$ cat src/rtl/sram_arbiter_if.sv
// rtl/sram_arbiter_if.sv - requester-side request/response bus of the SRAM arbiter
// Requesters drive the master modport; the arbiter sits on the slave modport.
interface sram_arbiter_if #(
    parameter int NREQ = 4,
    parameter int DW   = 8,
    parameter int AW   = 11
);
    logic [NREQ-1:0]    req_valid;
    logic [NREQ-1:0]    req_ready;
    logic [NREQ-1:0]    req_we;
    logic [NREQ-1:0]    req_sel;
    logic [NREQ*AW-1:0] req_addr;
    logic [NREQ*DW-1:0] req_wdata;
    logic [NREQ-1:0]    rsp_valid;
    logic [2*DW-1:0]    rsp_rdata;
    logic               busy;

    modport master (
        output req_valid, req_we, req_sel, req_addr, req_wdata,
        input  req_ready, rsp_valid, rsp_rdata, busy
    );

    modport slave (
        input  req_valid, req_we, req_sel, req_addr, req_wdata,
        output req_ready, rsp_valid, rsp_rdata, busy
    );
endinterface

$ cat src/rtl/sram_arbiter.sv
// rtl/sram_arbiter.sv - round-robin arbiter sharing one dual-half SRAM between NREQ requesters
// One access per cycle; reads are tracked through a two-stage id pipeline back to their owner.
module sram_arbiter #(
    parameter int NREQ = 4,
    parameter int DW   = 8,
    parameter int AW   = 11
) (
    input  logic            clk,
    input  logic            rst,
    sram_arbiter_if.slave   bus,
    output logic            sram_cen,
    output logic            sram_wen,
    output logic            sram_sel,
    output logic [AW-1:0]   sram_addr,
    output logic [DW-1:0]   sram_din,
    input  logic [2*DW-1:0] sram_dout
);
    localparam int IW = $clog2(NREQ);

    // (base + off) mod NREQ; base < NREQ and off < NREQ, so one subtraction suffices
    function automatic logic [IW-1:0] wrap_idx(input logic [IW-1:0] base, input int off);
        logic [IW:0] s;
        s = {1'b0, base} + (IW+1)'(off);
        if (s >= (IW+1)'(NREQ)) begin
            s = s - (IW+1)'(NREQ);
        end
        return s[IW-1:0];
    endfunction

    logic          vld_arr   [NREQ];
    logic          we_arr    [NREQ];
    logic          lane_arr  [NREQ];
    logic [AW-1:0] addr_arr  [NREQ];
    logic [DW-1:0] wdata_arr [NREQ];

    for (genvar i = 0; i < NREQ; i++) begin : g_unpack
        assign vld_arr[i]   = bus.req_valid[i];
        assign we_arr[i]    = bus.req_we[i];
        assign lane_arr[i]  = bus.req_sel[i];
        assign addr_arr[i]  = bus.req_addr[i*AW +: AW];
        assign wdata_arr[i] = bus.req_wdata[i*DW +: DW];
    end

    logic [IW-1:0]   ptr_q, ptr_d;
    logic            cen_q, cen_d;
    logic            wen_q, wen_d;
    logic            sel_q, sel_d;
    logic [AW-1:0]   addr_q, addr_d;
    logic [DW-1:0]   din_q, din_d;
    logic            s1_v_q, s1_v_d;
    logic [IW-1:0]   s1_id_q, s1_id_d;
    logic            s2_v_q, s2_v_d;
    logic [IW-1:0]   s2_id_q, s2_id_d;
    logic [2*DW-1:0] rdata_q, rdata_d;

    logic            gnt_any;
    logic [IW-1:0]   gnt_idx;

    // First valid requester at or above the pointer wins; nothing is granted during reset.
    always_comb begin
        gnt_any = 1'b0;
        gnt_idx = '0;
        for (int k = 0; k < NREQ; k++) begin
            if (!gnt_any && vld_arr[wrap_idx(ptr_q, k)]) begin
                gnt_any = 1'b1;
                gnt_idx = wrap_idx(ptr_q, k);
            end
        end
        if (rst) begin
            gnt_any = 1'b0;
        end
    end

    assign bus.req_ready = gnt_any ? (NREQ'(1) << gnt_idx) : '0;

    always_comb begin
        ptr_d   = ptr_q;
        cen_d   = 1'b1;
        wen_d   = 1'b1;
        sel_d   = sel_q;
        addr_d  = addr_q;
        din_d   = din_q;
        s1_v_d  = 1'b0;
        s1_id_d = s1_id_q;
        s2_v_d  = s1_v_q;
        s2_id_d = s1_id_q;
        rdata_d = rdata_q;
        if (gnt_any) begin
            ptr_d   = wrap_idx(gnt_idx, 1);
            cen_d   = 1'b0;
            wen_d   = ~we_arr[gnt_idx];
            sel_d   = we_arr[gnt_idx] & lane_arr[gnt_idx];
            addr_d  = addr_arr[gnt_idx];
            din_d   = wdata_arr[gnt_idx];
            s1_v_d  = ~we_arr[gnt_idx];
            s1_id_d = gnt_idx;
        end
        // The SRAM word appears the cycle after its access edge, i.e. while stage 2 is valid.
        if (s2_v_q) begin
            rdata_d = sram_dout;
        end
    end

    always_ff @(posedge clk) begin
        if (rst) begin
            ptr_q   <= '0;
            cen_q   <= 1'b1;
            wen_q   <= 1'b1;
            sel_q   <= 1'b0;
            addr_q  <= '0;
            din_q   <= '0;
            s1_v_q  <= 1'b0;
            s1_id_q <= '0;
            s2_v_q  <= 1'b0;
            s2_id_q <= '0;
            rdata_q <= '0;
        end else begin
            ptr_q   <= ptr_d;
            cen_q   <= cen_d;
            wen_q   <= wen_d;
            sel_q   <= sel_d;
            addr_q  <= addr_d;
            din_q   <= din_d;
            s1_v_q  <= s1_v_d;
            s1_id_q <= s1_id_d;
            s2_v_q  <= s2_v_d;
            s2_id_q <= s2_id_d;
            rdata_q <= rdata_d;
        end
    end

    assign sram_cen      = cen_q;
    assign sram_wen      = wen_q;
    assign sram_sel      = sel_q;
    assign sram_addr     = addr_q;
    assign sram_din      = din_q;
    assign bus.rsp_valid = s2_v_q ? (NREQ'(1) << s2_id_q) : '0;
    assign bus.rsp_rdata = rdata_q;
    assign bus.busy      = s1_v_q | s2_v_q;
endmodule
$ cat src/flat_wrapper.sv
// flat-port wrapper written by rule: the top's interface ports become plain ports
module sram_arbiter_flat 
#(
    parameter int NREQ = 4,
    parameter int DW   = 8,
    parameter int AW   = 11
)
  (clk, rst, sram_cen, sram_wen, sram_sel, sram_addr, sram_din, sram_dout, bus_req_valid, bus_req_we, bus_req_sel, bus_req_addr, bus_req_wdata, bus_req_ready, bus_rsp_valid, bus_rsp_rdata, bus_busy);
  sram_arbiter_if #(.NREQ(NREQ), .DW(DW), .AW(AW)) bus_i ();
  input  logic clk;
  input  logic rst;
  output logic sram_cen;
  output logic sram_wen;
  output logic sram_sel;
  output logic [AW-1:0] sram_addr;
  output logic [DW-1:0] sram_din;
  input  logic [2*DW-1:0] sram_dout;
  input wire logic [$bits(bus_i.req_valid)-1:0] bus_req_valid;
  input wire logic [$bits(bus_i.req_we)-1:0] bus_req_we;
  input wire logic [$bits(bus_i.req_sel)-1:0] bus_req_sel;
  input wire logic [$bits(bus_i.req_addr)-1:0] bus_req_addr;
  input wire logic [$bits(bus_i.req_wdata)-1:0] bus_req_wdata;
  output wire logic [$bits(bus_i.req_ready)-1:0] bus_req_ready;
  output wire logic [$bits(bus_i.rsp_valid)-1:0] bus_rsp_valid;
  output wire logic [$bits(bus_i.rsp_rdata)-1:0] bus_rsp_rdata;
  output wire logic [$bits(bus_i.busy)-1:0] bus_busy;
  assign bus_i.req_valid = bus_req_valid;
  assign bus_i.req_we = bus_req_we;
  assign bus_i.req_sel = bus_req_sel;
  assign bus_i.req_addr = bus_req_addr;
  assign bus_i.req_wdata = bus_req_wdata;
  assign bus_req_ready = bus_i.req_ready;
  assign bus_rsp_valid = bus_i.rsp_valid;
  assign bus_rsp_rdata = bus_i.rsp_rdata;
  assign bus_busy = bus_i.busy;
  sram_arbiter #(.NREQ(NREQ), .DW(DW), .AW(AW)) u_core (.clk(clk), .rst(rst), .bus(bus_i), .sram_cen(sram_cen), .sram_wen(sram_wen), .sram_sel(sram_sel), .sram_addr(sram_addr), .sram_din(sram_din), .sram_dout(sram_dout));
endmodule
$ cat config.mk
export PLATFORM = sky130hd
export DESIGN_NAME = sram_arbiter_flat
export DESIGN_NICKNAME = d
export VERILOG_FILES = /design/src/rtl/sram_arbiter_if.sv /design/src/rtl/sram_arbiter.sv /design/src/flat_wrapper.sv
export SDC_FILE = /design/constraint.sdc
export NUM_CORES = 1
export LEC_CHECK = 0
export BUFFER_PORTS_ARGS = -buffer_cell sky130_fd_sc_hd__buf_2
export CAP_MARGIN = 20
export CORE_ASPECT_RATIO = 1.25
export CORE_MARGIN = 1.5
export CORE_UTILIZATION = 44
export CTS_BUF_LIST = sky130_fd_sc_hd__clkbuf_4 sky130_fd_sc_hd__clkbuf_8
export CTS_CLUSTER_DIAMETER = 150
export CTS_CLUSTER_SIZE = 20
export DETAILED_ROUTE_END_ITERATION = 6
export HOLD_SLACK_MARGIN = 0.08
export PLACE_DENSITY = 0.82
export SLEW_MARGIN = 20
export SYNTH_ARGS = -nofsm -noshare
export SYNTH_HDL_FRONTEND = slang
export SYNTH_SLANG_ARGS = --single-unit
$ cat constraint.sdc
create_clock -name clk -period 4.5 [get_ports clk]
set_input_delay 1.35 -clock clk [delete_from_list [all_inputs] [get_ports clk]]
set_output_delay 1.35 -clock clk [all_outputs]
set_load 0.005 [all_outputs]
==> results of run 1 <==
## cell usage after synthesis
cell type | n | area [µm²]
sky130_fd_sc_hd__nand2_1 | 60 | 225
sky130_fd_sc_hd__dfxtp_1 | 46 | 921
sky130_fd_sc_hd__a21oi_1 | 22 | 110
sky130_fd_sc_hd__mux2i_1 | 21 | 210
sky130_fd_sc_hd__nor2_1 | 20 | 75.1
sky130_fd_sc_hd__a211oi_1 | 19 | 143
sky130_fd_sc_hd__a311o_1 | 19 | 190
sky130_fd_sc_hd__clkbuf_1 | 11 | 41.3
sky130_fd_sc_hd__a21boi_1 | 10 | 75.1
sky130_fd_sc_hd__a21boi_0 | 9 | 67.6
sky130_fd_sc_hd__buf_2 | 7 | 35.0
sky130_fd_sc_hd__and2_1 | 6 | 37.5
sky130_fd_sc_hd__buf_4 | 4 | 30.0
sky130_fd_sc_hd__ha_1 | 4 | 50.1
sky130_fd_sc_hd__nor2b_1 | 4 | 25.0
sky130_fd_sc_hd__inv_1 | 3 | 11.3
sky130_fd_sc_hd__inv_2 | 3 | 11.3
sky130_fd_sc_hd__buf_1 | 2 | 7.51
sky130_fd_sc_hd__mux2_2 | 2 | 22.5
sky130_fd_sc_hd__nand2b_1 | 2 | 12.5
sky130_fd_sc_hd__or2_2 | 2 | 12.5
sky130_fd_sc_hd__a21o_1 | 1 | 7.51
sky130_fd_sc_hd__a221oi_4 | 1 | 26.3
sky130_fd_sc_hd__and3_1 | 1 | 6.26
sky130_fd_sc_hd__and3b_1 | 1 | 8.76
sky130_fd_sc_hd__buf_6 | 1 | 11.3
sky130_fd_sc_hd__nand3b_1 | 1 | 7.51
sky130_fd_sc_hd__nor3_1 | 1 | 5.00
sky130_fd_sc_hd__nor3b_1 | 1 | 7.51
sky130_fd_sc_hd__nor4_2 | 1 | 12.5
sky130_fd_sc_hd__o221ai_2 | 1 | 15.0
sky130_fd_sc_hd__o2bb2ai_1 | 1 | 8.76
sky130_fd_sc_hd__o31ai_1 | 1 | 7.51
## power by group through the flow
stage                     sequential (W)  clock [W]  combinational (W)
after global placement          0.000509          0           0.000434
after detailed placement        0.000511          0           0.000443
after CTS                       0.000503   0.000242           0.000445
final                           0.000503   0.000233           0.000442
after floorplan                 0.000509          0           0.000294
after global routing            0.000510   0.000256           0.000490
## layer usage
layer | GRT usage | wire [µm]
met1 | 0.220 | 2690
met2 | 0.393 | 3220
met5 | 0 | 0
met3 | 0.0442 | 366
met4 | 0.103 | 179
## tightest hold or removal path, stage by stage, from the launching register on
cell                      delay (ns)
sky130_fd_sc_hd__dfxtp_1        0.31
sky130_fd_sc_hd__nand2_1        0.05
sky130_fd_sc_hd__a21oi_1        0.05
## area by class of cell
type                            count  area [µm²]  share of cell area
Clock inverter                      2        10.0             0.00304
Timing Repair Buffer              159         813               0.247
Tap cell                           64        80.1              0.0243
Multi-Input combinational cell    211        1380               0.418
Sequential cell                    46         921               0.280
Clock buffer                        5        68.8              0.0209
Inverter                            6        22.5             0.00684
## layout by cell type, fill, tap and decap left out, drive strengths merged, types with 4 or more instances in the layout
cell,count
dfxtp,46
nand2,60
a21oi,22
a311o,19
and2,6
buf,159
ha,4
inv,6
nor2,20
clkbuf,5
nor2b,4
a211oi,19
mux2i,21
a21boi,19
## through the flow
| stage | power [W] | util | setup slack (ns) | hold slack, ns | instances |
|---|---|---|---|---|---|
| 5_1_grt | 0.00126 | 0.614 | 0.354 | 0.466 | 493 |
| 3_3_place_gp | 0.000943 | 0.599 | 0.513 | 0.436 | 486 |
| 6_report | 0.00118 | 0.614 | 0.451 | 0.450 | 493 |
| 3_5_place_dp | 0.000954 | 0.599 | 0.436 | 0.440 | 486 |
| 2_1_floorplan | 0.000802 | - | 0.524 | 0.429 | 288 |
| 4_1_cts | 0.00119 | 0.614 | 0.429 | 0.451 | 493 |
## state kept, by name, summed over array words and instances (netlist names)
| name | cells |
|---|---|
| u_core.bus.rsp_rdata | 16 |
| u_core.ptr_q | 2 |
| u_core.s1_id_q | 2 |
| u_core.s1_v_q | 1 |
| u_core.s2_id_q | 2 |
| u_core.s2_v_q | 1 |
| u_core.sram_addr | 11 |
| u_core.sram_cen | 1 |
| u_core.sram_din | 8 |
| u_core.sram_sel | 1 |
| u_core.sram_wen | 1 |
## logic make-up (layout without fill, tap and decap cells)
kind of cell | Yosys count | in the layout | synth area share
compound gates | 84 | 84 | 0.267
fa+ha+maj | 4 | 4 | 0.0205
mux | 23 | 23 | 0.0955
simple gates | 100 | 100 | 0.179
buf+inv | 31 | 172 | 0.0606
flops | 46 | 46 | 0.378
## worst min path at each step
stage          cells past startpoint  slack (ns)                  to
5_1_grt                            2        0.47  u_core.sram_din[3]
2_1_floorplan                      1        0.43       u_core.s2_v_q
6_report                           2        0.45  u_core.sram_din[6]
4_1_cts                            2        0.45  u_core.sram_din[6]
3_5_place_dp                       2        0.44  u_core.sram_din[6]
3_3_place_gp                       2        0.44  u_core.sram_din[1]
==> metrics.txt, run 1 <==
result of the run finished, final reports clean; Worst Max-Slew Pin Slew 0.975 ns; first-iteration detailed-routing DRC count between 60 and 70; post-detailed-route wirelength per cell 13.1 µm; clk buf depth 2; global routing usage summed across all routing layers 0.209; path class of the lowest-slack min-delay path flip-flop to flip-flop; final standard cell area without fillers around 0.0033 mm²; total number of vias 2584; CP Depth 7; leak pwr 1.59 nW; number of gates resized after CTS 0; Achievable Freq 247 MHz; chain of cells forming the critical path buf_2 -> nand2b_1 -> o221ai_2 -> nand2_1 -> ha_1 -> and2_1 -> buf_2; core area ~0.0054 mm²; clk root buf sky130_fd_sc_hd__clkbuf_8; startpoint types input pin; fraction of final layout cells with drive strength greater than 1 0.410; Largest stage delay, worst path 0.30 ns; count of filler cells inserted in the layout around 490; synth warn 0; data required time of the worst path 3.15 ns; relative slew slack 0.349; crit path buf inv count 2; cell area after synthesis between 0.002 and 0.0025 mm²; Max Transition Viols Final 0; chip width 69.6 µm; RSZ-0062 raised after global routing false; hold-fix buffer count after cts 0; Worst-path clk slew 0.08 ns; clock tree from TritonCTS done; part of the power in the clock network 0.198; number of nets in the final layout 539; part of the total power dissipated in combinational logic 0.376; buffer count from post-CTS setup fixing 0; flop and latch count out of synthesis 46; post-synthesis cell type count 33; top-level I/O count 153; total net switching power 0.000393 W; Clock Skews 0.00476 ns; sum of negative setup slack 0 ns; total congestion overflow 0; ANT nets after route 0; vias in the first global route 2486; starting density of the core 0.454; hpwl dp 4810 µm; Critical Path End Type primary output; number of buffer cells added on primary ports 152; layout overhead on the synthesized area 35.1%; switch share 0.334; clock sink count 46; antenna diode count 0; Skew-Pair Late Insertion Delay 0.29 ns; CP max FO 11; capture point of the worst path bus_req_ready[0]; vias per std cell 5.24; critical path class input pin to primary output; fraction of the yosys area taken by sequential cells 0.378; die outline height 86.2 µm; Cell Area, Placed 0.00321 mm²; CTS H-tree lvls 2; cell with the most instances on the worst path sky130_fd_sc_hd__buf_2; global-route wire length before repair 10400 µm; internal cell power 0.000784 W; worst hold path startpoint u_core.sram_din[6]; family with the most delay on the worst path simple AND/OR/NAND/NOR gates; Die Footprint between 0.005 and 0.006 mm²; # setup viols final 0; minimum setup slack among reg-to-reg paths between 2 and 2.5 ns; peak supply drop 0.144 mV; drc violations 0; slowest cell on the critical path sky130_fd_sc_hd__nand2_1; final critical path time including I/O delays and setup slightly above 4 ns; synthesized area per cell 8.46 µm²; launch point of the worst path bus_req_valid[1]; length in cells of the worst reg-to-reg path 8; number of buffers created by CTS 5; post-route fraction of the period consumed by the critical path 0.900; capturing point of the worst reg2reg path u_core.sram_wen; Post-Syn Nets about 400; pin count of the biggest net entering global routing 44; portion of total power attributed to sequential cells 0.427; R2R Path Start u_core.ptr_q[1]; overall routed net length ~6500 µm; Worst Path Arrival 2.70 ns; cell count after synthesis ~290; number of antenna violations at the first check in global routing 0; max-capacitance violation count 0; final hold violation count 0; standard-cell row count 30; gpl congestion 0.865; P per Cell Area between 300 and 400 mW/mm²; Initial DRT Pass Iterations 4
Power figures use the tool's default switching activity.
==> run 2, diff against run 1 <==
Settings changed: CORE_UTILIZATION 44 to 30, PLACE_DENSITY 0.82 to 0.6.
==> metrics.txt, run 2 (synthesis results as in run 1) <==
slowest cell on the critical path sky130_fd_sc_hd__buf_4; most frequent cells in the layout 152 x sky130_fd_sc_hd__buf_2, 60 x sky130_fd_sc_hd__nand2_1, 46 x sky130_fd_sc_hd__dfxtp_1, 22 x sky130_fd_sc_hd__a21oi_1, 21 x sky130_fd_sc_hd__mux2i_1; core area 0.00784 mm²; Critical Path End Type primary output; Cells after DPL 519; grt peak-use layer met2; standard-cell row count 36; first-iteration detailed-routing DRC count 87; Initial DRT Pass Iterations 4; hold-fix buffer count after cts 0; total number of vias about 2600; antenna diode count 0; clock tree from TritonCTS done; launch point of the worst path bus_req_valid[1]; max-capacitance violation count 0; R2R Path Start u_core.ptr_q[0]; top-level I/O count 153; pin count of the biggest net entering global routing 44; cell with the most instances on the worst path sky130_fd_sc_hd__buf_2; clock sink count 46; global-route wire length before repair 11400 µm; final critical path time including I/O delays and setup 3.94 ns; startpoint types input pin; vias per std cell about 5; fraction of met2 tracks used by global routing 0.293; number of nets in the final layout 541; number of gates resized after CTS 0; post-route fraction of the period consumed by the critical path 0.876; path class of the lowest-slack min-delay path flip-flop to flip-flop; Clock Skews 0.0120 ns; commonest non-fill, non-tap cell in the layout sky130_fd_sc_hd__buf_2; P per Cell Area 373 mW/mm²; starting density of the core 0.311; Achievable Freq 254 MHz; hpwl dp 5190 µm; ANT nets after route 0; # setup viols final 0; GR met1 Demand/Resource 0.173; Worst-path clk slew 0.09 ns; Worst Path Arrival approximately 2.6 ns; CP max FO 9; sum of negative setup slack 0 ns; result of the run finished, final reports clean; final hold violation count 0; Layout Cells excl Fill roughly 530; total congestion overflow 0; Worst Max-Slew Pin Slew ~0.48 ns; Skew-Pair Late Insertion Delay 0.30 ns; clk buf depth 2; CTS H-tree lvls 2; number of buffer cells added on primary ports approximately 150; leak pwr between 1.5 and 2 nW; count of filler cells inserted in the layout just over 800; critical path class input pin to primary output; RSZ-0062 raised after global routing false; Max Transition Viols Final 0; Largest stage delay, worst path 0.20 ns; vias in the first global route 2470; met3 Track Usage GR 0.0327; clk root buf sky130_fd_sc_hd__clkbuf_8; overall routed net length 7070 µm; chip width roughly 84 µm; gpl congestion 0.820; fraction of final layout cells with drive strength greater than 1 0.414; worst hold path startpoint u_core.sram_din[6]; number of antenna violations at the first check in global routing 0; max reg flops 16; buffer count from post-CTS setup fixing 0; post-detailed-route wirelength per cell 13.4 µm; data required time of the worst path 3.15 ns; Die Footprint 0.00868 mm²; global routing usage summed across all routing layers 0.158; chain of cells forming the critical path buf_2 -> nand2b_1 -> o221ai_2 -> nand2_1 -> buf_4 -> ha_1 -> and2_1 -> buf_2; layout overhead on the synthesized area 38.8%; peak supply drop 0.147 mV; number of buffers created by CTS 5; drc violations 0; die outline height 104 µm; share of the core filled with cells in the final layout 0.432; relative slew slack 0.681
run 2: routing by layer:
metal	part of all wire	routed length (µm)
met1	0.42	2950
met2	0.51	3620
met3	0.056	393
met4	0.015	106
met5	0	0
run 2: report_power, final:
part           switching, W  total, W  leakage [nW]  internal (W)
combinational      0.000235  0.000453          1.18      0.000218
sequential        0.0000304  0.000496         0.379      0.000465
clock              0.000146  0.000312        0.0504      0.000165
total              0.000412   0.00126          1.61      0.000848
run 2: worst max-delay path, delay by kind of cell:
family / cells / cell delay (ns)
compound gates: 1 / 0.18
buf+inv: 3 / 0.44
simple gates: 3 / 0.43
fa+ha+maj: 1 / 0.18
run 2: worst paths after layout:
| kind | cells past startpoint | slack, ns | endpoint |
|---|---|---|---|
| max | 8 | 0.56 | bus_req_ready[0] |
| min | 2 | 0.45 | u_core.sram_din[6] |
| max reg2reg | 6 | 2.32 | u_core.sram_wen |
| min reg2reg | 2 | 0.45 | u_core.sram_din[6] |
run 2: final cells by class:
cell class / instances / area (µm²) / area share
multi-input combinational: 211 / 1380 / 0.407
sequential: 46 / 921 / 0.272
timing repair buffer: 161 / 828 / 0.245
tap: 95 / 119 / 0.0351
clock buffer: 5 / 68.8 / 0.0203
clock inverter: 3 / 45.0 / 0.0133
inverter: 6 / 22.5 / 0.00666
run 2: metrics by stage:
stage | hold WS [ns] | cell area, µm² | setup slack [ns] | total power (W)
floorplan | 0.429 | 2440 | 0.524 | 0.000802
global placement | 0.437 | 3270 | 0.574 | 0.000957
detailed placement | 0.441 | 3270 | 0.544 | 0.000964
CTS | 0.455 | 3380 | 0.543 | 0.00128
global route | 0.467 | 3380 | 0.429 | 0.00135
finish | 0.452 | 3380 | 0.558 | 0.00126
==> run 3, diff against run 2 <==
--- a/config.mk
+++ b/config.mk
@@ -17,4 +17,5 @@
 export HOLD_SLACK_MARGIN = 0.08
 export PLACE_DENSITY = 0.6
+export RECOVER_POWER = 25
 export SLEW_MARGIN = 20
 export SYNTH_ARGS = -nofsm -noshare
==> constraint.sdc (replaced) <==
create_clock -name clk -period 4.5 [get_ports clk]
set_input_delay 0.675 -clock clk [delete_from_list [all_inputs] [get_ports clk]]
set_output_delay 0.675 -clock clk [all_outputs]
set_load 0.005 [all_outputs]
==> metrics.txt, run 3 (synthesis results as in run 1) <==
violations in the final reports capacitance limit, slew limit; hpwl dp 5230 µm; # setup viols final 0; critical path class input pin to primary output; antenna diode count 0; Worst-path clk slew 0.09 ns; vias per std cell 4.88; buffer count from post-CTS setup fixing 0; Critical Path End Type primary output; global-route wire length before repair 11500 µm; result of the run complete, but fails checks; Worst Max-Slew Pin Slew 2.01 ns; path class of the lowest-slack min-delay path flip-flop to flip-flop; slowest cell on the critical path sky130_fd_sc_hd__clkbuf_1; count of filler cells inserted in the layout 815; final setup margin 0.959 ns; Die Footprint 0.00868 mm²; fraction of final layout cells with drive strength greater than 1 0.395; chip width approximately 84 µm; first-iteration detailed-routing DRC count slightly above 100; global routing usage summed across all routing layers 0.161; total number of vias ~2600; top-level I/O count 153; Initial DRT Pass Iterations 4; number of nets in the final layout 537; sum of negative setup slack 0 ns; max reg flops 16; Achievable Freq 282 MHz; pin count of the biggest net entering global routing 45; commonest non-fill, non-tap cell in the layout sky130_fd_sc_hd__buf_2; standard-cell row count 36; drc violations 0; data required time of the worst path 3.83 ns; die outline height between 100 and 150 µm; P per Cell Area approximately 360 mW/mm²; CP max FO 44; number of buffer cells added on primary ports 152; ANT nets after route 0; clock sink count 46; RSZ-0062 raised after global routing false; max-capacitance violation count 1; gpl congestion 0.750; peak supply drop 0.151 mV; Clock Skews between 0.008 and 0.009 ns; relative slew slack -0.339; pre-CTS setup slack 1.18 ns; Worst Path Arrival 2.87 ns; clock tree from TritonCTS done; hold-fix buffer count after cts 0; crit path buf inv count 2; final hold violation count 0; Cells after DPL 515; post-detailed-route wirelength per cell 13.7 µm; total congestion overflow 0; starting density of the core 0.311; CTS H-tree lvls 2; Largest stage delay, worst path 1.41 ns; Skew-Pair Late Insertion Delay 0.29 ns; family with the most delay on the worst path buffers and inverters; leak pwr between 1.5 and 2 nW; clk root buf sky130_fd_sc_hd__clkbuf_8; Layout Cells excl Fill 523; chain of cells forming the critical path clkbuf_1 -> nor2_1 -> and2_1 -> buf_2; layout overhead on the synthesized area 36.4%; most frequent cells in the layout 146 x sky130_fd_sc_hd__buf_2, 60 x sky130_fd_sc_hd__nand2_1, 46 x sky130_fd_sc_hd__dfxtp_1, 22 x sky130_fd_sc_hd__a21oi_1, 21 x sky130_fd_sc_hd__mux2i_1; clk buf depth 2; number of gates resized after CTS 0; Max Transition Viols Final between 40 and 50; number of antenna violations at the first check in global routing 0; post-route fraction of the period consumed by the critical path 0.787; final standard cell area without fillers ~0.0033 mm²; startpoint types input pin; Cell Area, Placed roughly 0.0032 mm²; number of buffers created by CTS 5; core area 0.00784 mm²; overall routed net length 7190 µm; vias in the first global route 2535; final critical path time including I/O delays and setup 3.54 ns
[run 3: cell count changes in the layout (fill, tap and decap cells not counted), sizes merged]
cell      before  now
clkbuf         5   13
clkinv         0    1
buf          161  151
clkinvlp       2    0
bufinv         1    0
[run 3: where the power goes]
part	leakage (nW)	internal [W]	total (W)	switching [W]
combinational	1.14	0.000211	0.000437	0.000226
sequential	0.379	0.000466	0.000506	0.0000399
clock	0.0517	0.000130	0.000264	0.000134
[run 3: cell type report]
cell class	instances	area [µm²]	area share
inverter	6	22.5	0.00677
timing repair buffer	157	791	0.238
tap	95	119	0.0357
multi-input combinational	211	1380	0.414
sequential	46	921	0.277
clock buffer	7	90.1	0.0271
clock inverter	1	5.00	0.00150
[run 3: worst paths after layout]
check,startpoint,to,slack (ns),cells after the start
worst min-delay path,u_core.sram_addr[0],u_core.sram_addr[0],0.45,2
worst max register to register,u_core.ptr_q[0],u_core.sram_wen,1.58,8
worst min register to register,u_core.sram_addr[0],u_core.sram_addr[0],0.45,2
worst max-delay path,rst,bus_req_ready[0],0.96,4
[run 3: through the flow]
| stage | utilization | hold WS [ns] | power, W |
|---|---|---|---|
| global placement | 0.413 | 0.438 | 0.000951 |
| finish | 0.424 | 0.455 | 0.00121 |
| CTS | 0.425 | 0.457 | 0.00123 |
| floorplan | - | 0.429 | 0.000802 |
| detailed placement | 0.413 | 0.444 | 0.000957 |
| global route | 0.424 | 0.467 | 0.00129 |
[run 3: worst min-delay path, stage by stage, from the launching register on]
cell,delay (ns)
sky130_fd_sc_hd__dfxtp_1,0.32
sky130_fd_sc_hd__nand2_1,0.05
sky130_fd_sc_hd__a21oi_1,0.05
[run 3: metal layers]
metal / up-vias / track usage / part of all wire
li1: 1293 / - / -
met1: 1154 / 0.174 / 0.40
met2: 95 / 0.308 / 0.52
met3: 12 / 0.0271 / 0.056
met4: 0 / 0.0574 / 0.020
met5: - / 0 / 0
